$ cat src/rtl/api_resp.sv
// Chip-side responder for the api serial link: deserialises 32-bit work words
// from sck/mosi under load_n, and serialises result blocks back on miso.
module api_resp #(
  parameter int unsigned WORK_LEN  = 23,
  parameter int unsigned RES_LEN   = 11,
  parameter logic [31:0] IDLE_WORD = 32'h0000_0000
) (
  input  logic        clk,
  input  logic        rst,
  input  logic        load_n_i,
  input  logic        sck_i,
  input  logic        mosi_i,
  output logic        miso_o,
  output logic        rx_vld_o,
  output logic [31:0] rx_dat_o,
  output logic [4:0]  rx_idx_o,
  output logic        frame_done_o,
  output logic        frame_abort_o,
  input  logic [31:0] res_dout_i,
  input  logic [9:0]  res_count_i,
  output logic        res_rd_en_o,
  output logic [15:0] frame_cnt_o,
  output logic        state_o
);

  localparam logic [4:0] LAST_IDX  = 5'(WORK_LEN - 1);
  localparam logic [4:0] RES_IDX   = 5'(RES_LEN);
  localparam logic [9:0] RES_NEED  = 10'(RES_LEN);

  typedef enum logic {IDLE = 1'b0, SHIFT = 1'b1} state_t;
  state_t state_q, state_d;

  // Sync chains: index 1 is the synchronised value, index 2 the delayed copy for edges.
  logic [2:0] load_n_s_q, sck_s_q;
  logic [1:0] mosi_s_q;

  logic load_fall, load_rise, sck_rise, sck_fall, mosi_b;
  assign load_fall = ~load_n_s_q[1] &  load_n_s_q[2];
  assign load_rise =  load_n_s_q[1] & ~load_n_s_q[2];
  assign sck_rise  =  sck_s_q[1]    & ~sck_s_q[2];
  assign sck_fall  = ~sck_s_q[1]    &  sck_s_q[2];
  assign mosi_b    =  mosi_s_q[1];

  logic [31:0] rx_sr_q, rx_sr_d, tx_sr_q, tx_sr_d, rx_dat_q, rx_dat_d;
  logic [4:0]  bit_cnt_q, bit_cnt_d, word_idx_q, word_idx_d, rx_idx_q, rx_idx_d;
  logic [15:0] frame_cnt_q, frame_cnt_d;
  logic        blk_act_q, blk_act_d, word_done_q, word_done_d;
  logic        rx_vld_q, rx_vld_d, done_q, done_d, abort_q, abort_d, pop_q, pop_d;
  logic        blk_ok, tx_from_fifo;

  assign blk_ok       = res_count_i >= RES_NEED;
  assign tx_from_fifo = blk_act_q && (word_idx_q < RES_IDX);

  always_comb begin
    state_d = state_q;
    case (state_q)
      IDLE:    if (load_fall) state_d = SHIFT;
      SHIFT:   if (load_rise) state_d = IDLE;
      default: state_d = IDLE;
    endcase
  end

  // rx_vld is a one-clk strobe with no backpressure; res_rd_en pops exactly one
  // word from a first-word fall-through FIFO whose head was just consumed.
  always_comb begin
    rx_sr_d     = rx_sr_q;
    tx_sr_d     = tx_sr_q;
    rx_dat_d    = rx_dat_q;
    rx_idx_d    = rx_idx_q;
    bit_cnt_d   = bit_cnt_q;
    word_idx_d  = word_idx_q;
    frame_cnt_d = frame_cnt_q;
    blk_act_d   = blk_act_q;
    word_done_d = 1'b0;
    rx_vld_d    = 1'b0;
    done_d      = 1'b0;
    abort_d     = 1'b0;
    pop_d       = 1'b0;
    if (state_q == IDLE) begin
      if (load_fall) begin
        blk_act_d  = blk_ok;
        tx_sr_d    = blk_ok ? res_dout_i : IDLE_WORD;
        pop_d      = blk_ok;
        bit_cnt_d  = '0;
        word_idx_d = '0;
      end
    end else if (load_rise) begin
      // Deselect outranks any sck edge seen in the same clk.
      abort_d    = (bit_cnt_q != '0) || (word_idx_q != '0);
      bit_cnt_d  = '0;
      word_idx_d = '0;
    end else begin
      if (word_done_q) begin
        rx_vld_d = 1'b1;
        rx_dat_d = rx_sr_q;
        rx_idx_d = word_idx_q;
        if (word_idx_q == LAST_IDX) begin
          word_idx_d  = '0;
          done_d      = 1'b1;
          frame_cnt_d = frame_cnt_q + 16'd1;
          blk_act_d   = blk_ok;
        end else begin
          word_idx_d = word_idx_q + 5'd1;
        end
      end
      if (sck_rise) begin
        rx_sr_d     = {rx_sr_q[30:0], mosi_b};
        bit_cnt_d   = bit_cnt_q + 5'd1;
        word_done_d = (bit_cnt_q == 5'd31);
      end else if (sck_fall) begin
        if (bit_cnt_q == '0) begin
          tx_sr_d = tx_from_fifo ? res_dout_i : IDLE_WORD;
          pop_d   = tx_from_fifo;
        end else begin
          tx_sr_d = {tx_sr_q[30:0], 1'b0};
        end
      end
    end
  end

  always_ff @(posedge clk or posedge rst) begin
    if (rst) begin
      state_q     <= IDLE;
      load_n_s_q  <= 3'b111;
      sck_s_q     <= 3'b000;
      mosi_s_q    <= 2'b00;
      rx_sr_q     <= '0;
      tx_sr_q     <= '0;
      rx_dat_q    <= '0;
      rx_idx_q    <= '0;
      bit_cnt_q   <= '0;
      word_idx_q  <= '0;
      frame_cnt_q <= '0;
      blk_act_q   <= 1'b0;
      word_done_q <= 1'b0;
      rx_vld_q    <= 1'b0;
      done_q      <= 1'b0;
      abort_q     <= 1'b0;
      pop_q       <= 1'b0;
    end else begin
      state_q     <= state_d;
      load_n_s_q  <= {load_n_s_q[1:0], load_n_i};
      sck_s_q     <= {sck_s_q[1:0], sck_i};
      mosi_s_q    <= {mosi_s_q[0], mosi_i};
      rx_sr_q     <= rx_sr_d;
      tx_sr_q     <= tx_sr_d;
      rx_dat_q    <= rx_dat_d;
      rx_idx_q    <= rx_idx_d;
      bit_cnt_q   <= bit_cnt_d;
      word_idx_q  <= word_idx_d;
      frame_cnt_q <= frame_cnt_d;
      blk_act_q   <= blk_act_d;
      word_done_q <= word_done_d;
      rx_vld_q    <= rx_vld_d;
      done_q      <= done_d;
      abort_q     <= abort_d;
      pop_q       <= pop_d;
    end
  end

  assign miso_o        = (state_q == SHIFT) ? tx_sr_q[31] : 1'b1;
  assign rx_vld_o      = rx_vld_q;
  assign rx_dat_o      = rx_dat_q;
  assign rx_idx_o      = rx_idx_q;
  assign frame_done_o  = done_q;
  assign frame_abort_o = abort_q;
  assign res_rd_en_o   = pop_q;
  assign frame_cnt_o   = frame_cnt_q;
  assign state_o       = state_q;

endmodule

$ cat config.mk
export PLATFORM = sky130hd
export DESIGN_NAME = api_resp
export DESIGN_NICKNAME = d
export VERILOG_FILES = /design/src/rtl/api_resp.sv
export SDC_FILE = /design/constraint.sdc
export NUM_CORES = 1
export LEC_CHECK = 0
export CORE_UTILIZATION = 30
export CTS_CLUSTER_DIAMETER = 60
export DETAILED_ROUTE_END_ITERATION = 12
export GPL_TIMING_DRIVEN = 0
export HOLD_SLACK_MARGIN = 0.02
export PLACE_DENSITY = 0.61
export SLEW_MARGIN = 20
export SYNTH_ARGS = -nofsm -noshare
export SYNTH_HDL_FRONTEND = slang
export SYNTH_SLANG_ARGS = --single-unit
$ cat constraint.sdc
create_clock -name clk -period 14.3 [get_ports clk]
set_input_delay 3.575 -clock clk [delete_from_list [all_inputs] [get_ports clk]]
set_output_delay 3.575 -clock clk [all_outputs]
set_load 0.005 [all_outputs]
Yosys cells after proc, flatten, opt, wreduce, memory -nomap -nowiden --
Cells that the tools add are included.
Word-level totals: register bits 142, output and inout bits 59, logic and storage cells 97, input port bits 47
Operators by class: muxes and demuxes 43, bitwise logic cells 10, add/sub/neg operators 3, order comparisons 2, equal/unequal tests 9, reductions and logical operators 13
Operators by type and width (count):
- two-way mux 32 bit | 8
- two-way mux 5 bit | 8
- two-way mux 1 bit | 26
- adder 16 x 1 -> 16 bit (second input constant) | 1
- AND reduction 4 bit | 3
- adder 5 x 1 -> 5 bit (second input constant) | 2
- == test 5 bit (second input constant) | 2
- >= comparator 10 x 4 -> 1 bit (second input constant) | 1
- nonzero test 5 bit | 2
- != test 2 x 1 -> 1 bit (second input constant) | 3
- != test 3 x 1 -> 1 bit (second input constant) | 2
- inverter 1 bit | 6
- AND reduction 3 bit | 2
- logical NOT 5 bit | 1
- less-than comparator 5 x 4 -> 1 bit (second input constant) | 1
- AND 1 bit | 4
- != test 2 bit (second input constant) | 2
- AND reduction 2 bit | 2
- one-hot mux 1 bit (2 select lines) | 1
- nonzero test 2 bit | 1
- logical AND 1 bit | 1
- logical OR 1 bit | 1

Logic depth before layout (Yosys ltp) --
depth in word-level cells 8, mapped depth 8, gate-level depth less buffers 8

Least setup slack after synthesis --
Ideal clock, no wire load.
path type input to register, start input port res_count_i[8], end register tx_sr_q[10], data arrival time 4.498 ns, buffers on the path 1, library setup time 0.118 ns, slack 9.684 ns, data required time 14.182 ns, cell stages on the path 6, cells stage by stage nor4_1 -> o211ai_1 -> nor2_1 -> nor3_4 -> buf_6 -> a21o_1
On the way: cells in the longest elaborated chain, start to end 4
Ends and longest elaborated chain:
- start, declared | RTL line 20 | input logic [9:0] res_count_i,
- >= comparator 10 x 4 -> 1 bit | RTL line 51 | assign blk_ok = res_count_i >= RES_NEED;
- two-way mux 32 bit | RTL line 82 | tx_sr_d = blk_ok ? res_dout_i : IDLE_WORD;
- two-way mux 32 bit | RTL line 80 | if (load_fall) begin
- two-way mux 32 bit | RTL line 79 | if (state_q == IDLE) begin
- end signal, assigned | RTL line 146 | tx_sr_q <= tx_sr_d;
- end, declared | RTL line 44 | logic [31:0] rx_sr_q, rx_sr_d, tx_sr_q, tx_sr_d, rx_dat_q, rx_dat_d;
Every way passes these cells. The select of a mux whose other input is x is not followed. A chain may end at the register's enable or synchronous reset.

Final worst setup path --
start register state_q (netlist: state_o), end output port miso_o
On the way: cells in the longest elaborated chain, start to end 1
Ends and longest elaborated chain:
- start, declared | RTL line 31 | state_t state_q, state_d;
- start signal, assigned | RTL line 141 | state_q <= state_d;
- two-way mux 1 bit | RTL line 161 | assign miso_o = (state_q == SHIFT) ? tx_sr_q[31] : 1'b1;
- end, declared | RTL line 13 | output logic miso_o,
Every way passes these cells.

==> qor.yml <==
placed_design:
  hpwl_mm: 8.21
  placed_cell_area_um2: 7230
  portBuffers: 105
  dp_cells: 793
  place.gp.congestion: 0.736
global_route:
  antenna_found_initial: 0
  grt_use_total: 0.129
  grt_start_max_net_pins: 75
  grt.overflow.total: 0
  grt_pass1_vias: 3999
  grt_pass1_wl_mm: 20.1
die:
  dieArea_um2: 20000
  die_h_um: 141
  start_util: 0.309
  dieWidth_um: 141
  rows: 50
  io_pins: 106
  coreArea_um2: 18800
timing:
  period_share: 0.360
  finalClockSkew_ps: 9.68
  rsz0062_at_grt: "no"
  finalSetupViolCount: 0
  worst_pin_slew_ps: 691
  max_freq_mhz: 194
  slew_headroom: 0.538
  hold_violations: 0
  slew_viol_final: 0
  post-route-min-period_ps: 5150
  holdWs_ps: 348
  fin_tns_setup_ps: 0
clock_tree:
  clockRootBuffer: "clkbuf_16"
  cts.clk_slew.worst_paths_ps: 60
  numCtsBuffers: 17
  clockBufferDepth: 2
  cts_htree_levels: 4
  cts.sinks: 142
  cts_setup_buffers: 0
  holdBufCountCts: 0
  clock_latency_ps: 410
  cts_tree: "built"
  ctsResizeCount: 0
pwr:
  swShare: 0.254
  clock_power_share: 0.415
  powerDensity_nw_per_um2: 132
  power_frac_seq: 0.462
  p_leak_nw: 3.77
  p_comb_frac: 0.123
  p_sw_w: 0.000261
  peakVddDrop_v: 0.0000828
  p_int_w: 0.000767
  totalPowerFinal_w: 0.00103
logic_synthesis:
  ys_ff_latch: 142
  synth_seq_area_share: 0.611
  synth_area_leader_cell: "dfrtp_1"
  synth.area.mux_share: 0.132
  synth.distinct_cells: 42
  yosysTopAreaCellShare: 0.598
  ys.warnings.count: 0
  synth_top_family_by_area: "multiplexers"
  synth-compound-area-share: 0.114
  synth-xor-area-share: 0.0256
  synth_area_per_cell_um2: 13.6
  synthArstFlopShare: 1.00
  syn-cell-area_um2: 5820
  synth_adder_area_share: 0.0151
  synthSimpleGateAreaFrac: 0.0733
  synth_nets: 481
  ys.flop_type: "dfrtp_1"
  synth_top_cells_by_area: "dfrtp_1 (60%), mux2_2 (13%), a22o_1 (4.7%)"
  syn_inst: 427
  synth_edf_count: 0
layout:
  finish.net_count: 606
  num-fill-cells: 1738
  fin_cells: 825
  final_cell_area_um2: 7800
  drive_gt1_frac: 0.237
  areaGrowthSynthToFinish_pct: 34.1
  diodes: 0
route:
  wl_per_cell_um: 14.6
  vias: 3774
  drt_pass1_iterations: 4
  postRouteAntennaNets: 0
  wirelength_mm: 12.0
  via_per_inst: 4.57
  drc: 0
  drtIter0Drc: 95
min_path:
  hold_class: "reg -> reg"
run_status:
  status: "finished, final reports clean"
worst_setup_path:
  end_kind: "primary output"
  required_ps: 10720
  crit_fanout: 10
  crit_type: "reg -> out"
  arrival_ps: 1570
  worst_setup_path_start_kind: "flop"
flow_run:
  cap_violations: 0
-- power by group through the flow --
stage	sequential [W]	clock (W)	combinational, W
finish	0.000475	0.000427	0.000126
global route	0.000481	0.000460	0.000140
CTS	0.000475	0.000444	0.000129
detailed placement	0.000482	0	0.000128
global placement	0.000480	0	0.000123
floorplan	0.000473	0	0.0000935
-- stage by stage --
stage / util / setup slack, ps
4_1_cts: 0.414 / 9110
6_report: 0.414 / 9150
3_5_place_dp: 0.384 / 9060
2_1_floorplan: - / 6920
3_3_place_gp: 0.382 / 5120
5_1_grt: 0.414 / 9060
-- metal layers --
metal,GRT usage,vias to the layer above,wire length [um]
li1,-,1774,-
met1,0.166,1892,5680
met2,0.196,97,5300
met3,0.0510,11,915
met4,0.0463,0,148
met5,0,-,0
-- registers in the layout (all words and copies together), names as in the netlist --
| register | count |
|---|---|
| rx_dat_o | 32 |
| rx_sr_q | 32 |
| tx_sr_q | 32 |
| frame_cnt_o | 16 |
| bit_cnt_q | 5 |
| rx_idx_o | 5 |
| word_idx_q | 5 |
| load_n_s_q | 3 |
| sck_s_q | 3 |
| mosi_s_q | 2 |
| blk_act_q | 1 |
| frame_abort_o | 1 |
| frame_done_o | 1 |
| res_rd_en_o | 1 |
| rx_vld_o | 1 |
| state_o | 1 |
| word_done_q | 1 |
-- cell usage in the layout (no fill, tap or decap), drive strengths merged, types with 2 or more instances in the layout --
| master | Yosys | final |
|---|---|---|
| nor3b | 2 | 2 |
| nand2b | 5 | 5 |
| and4 | 2 | 2 |
| mux2 | 68 | 68 |
| a22o | 32 | 32 |
| dfstp | 3 | 3 |
| xor2 | 5 | 5 |
| clkbuf | 2 | 19 |
| nor2 | 12 | 12 |
| buf | 18 | 19 |
| o31ai | 2 | 2 |
| nand2 | 22 | 22 |
| a21o | 32 | 32 |
| ha | 7 | 7 |
| dfrtp | 139 | 139 |
| o21ai | 12 | 12 |
| xnor2 | 12 | 12 |
| nor2b | 4 | 4 |
| clkdlybuf4s50 | 0 | 105 |
| nand4 | 6 | 6 |
| and3 | 4 | 4 |
| nand3 | 12 | 12 |
| clkinvlp | 0 | 4 |
| a21oi | 5 | 5 |
| inv | 10 | 19 |
-- cell families after synthesis --
family,count (synthesis)
XOR/XNOR,17
AND/OR/NAND/NOR,76
multiplexers,68
adder cells (fa/ha/maj),7
AO/OA/AOI/OAI,87
flip-flops,142
buffers and inverters,30
-- Yosys cell counts, types with 4 or more instances --
cell type    n
nand3_1     12
xor2_1       5
nand2b_1     5
buf_2       14
dfrtp_1    139
ha_1         7
a21o_1      31
xnor2_1     12
a22o_1      31
nor2b_1      4
nand2_1     22
buf_6        4
o21ai_0     12
inv_1       10
nand4_1      5
nor2_1      10
a21oi_1      5
mux2_2      68
-- critical path: stages (launching register included) --
cell             delay [ps]
dfrtp_1                 410
clkbuf_8                180
nand2b_1                 70
clkdlybuf4s50_1         520
-- area by class of cell --
class	count	area, um^2	share of cell area
Sequential cell	142	3560	0.456
Multi-Input combinational cell	255	2090	0.268
Timing Repair Buffer	106	1080	0.138
Clock buffer	17	425	0.0545
Tap cell	260	325	0.0417
Clock inverter	15	146	0.0188
Buffer	20	133	0.0170
Inverter	10	45.0	0.00577
-- final timing paths --
kind / start / to / slack, ps / cells after the start
setup / recovery: state_o / miso_o / 9150 / 3
hold / removal: sck_s_q[0] / sck_s_q[1] / 350 / 0
setup reg to reg: word_idx_q[0] / frame_cnt_o[15] / 12020 / 7
hold reg to reg: sck_s_q[0] / sck_s_q[1] / 350 / 0
max in group asynchronous: rst / load_n_s_q[2] / 9950 / 3
min in group asynchronous: rst / rx_dat_o[1] / 3600 / 2
Power figures use the tool's default switching activity.
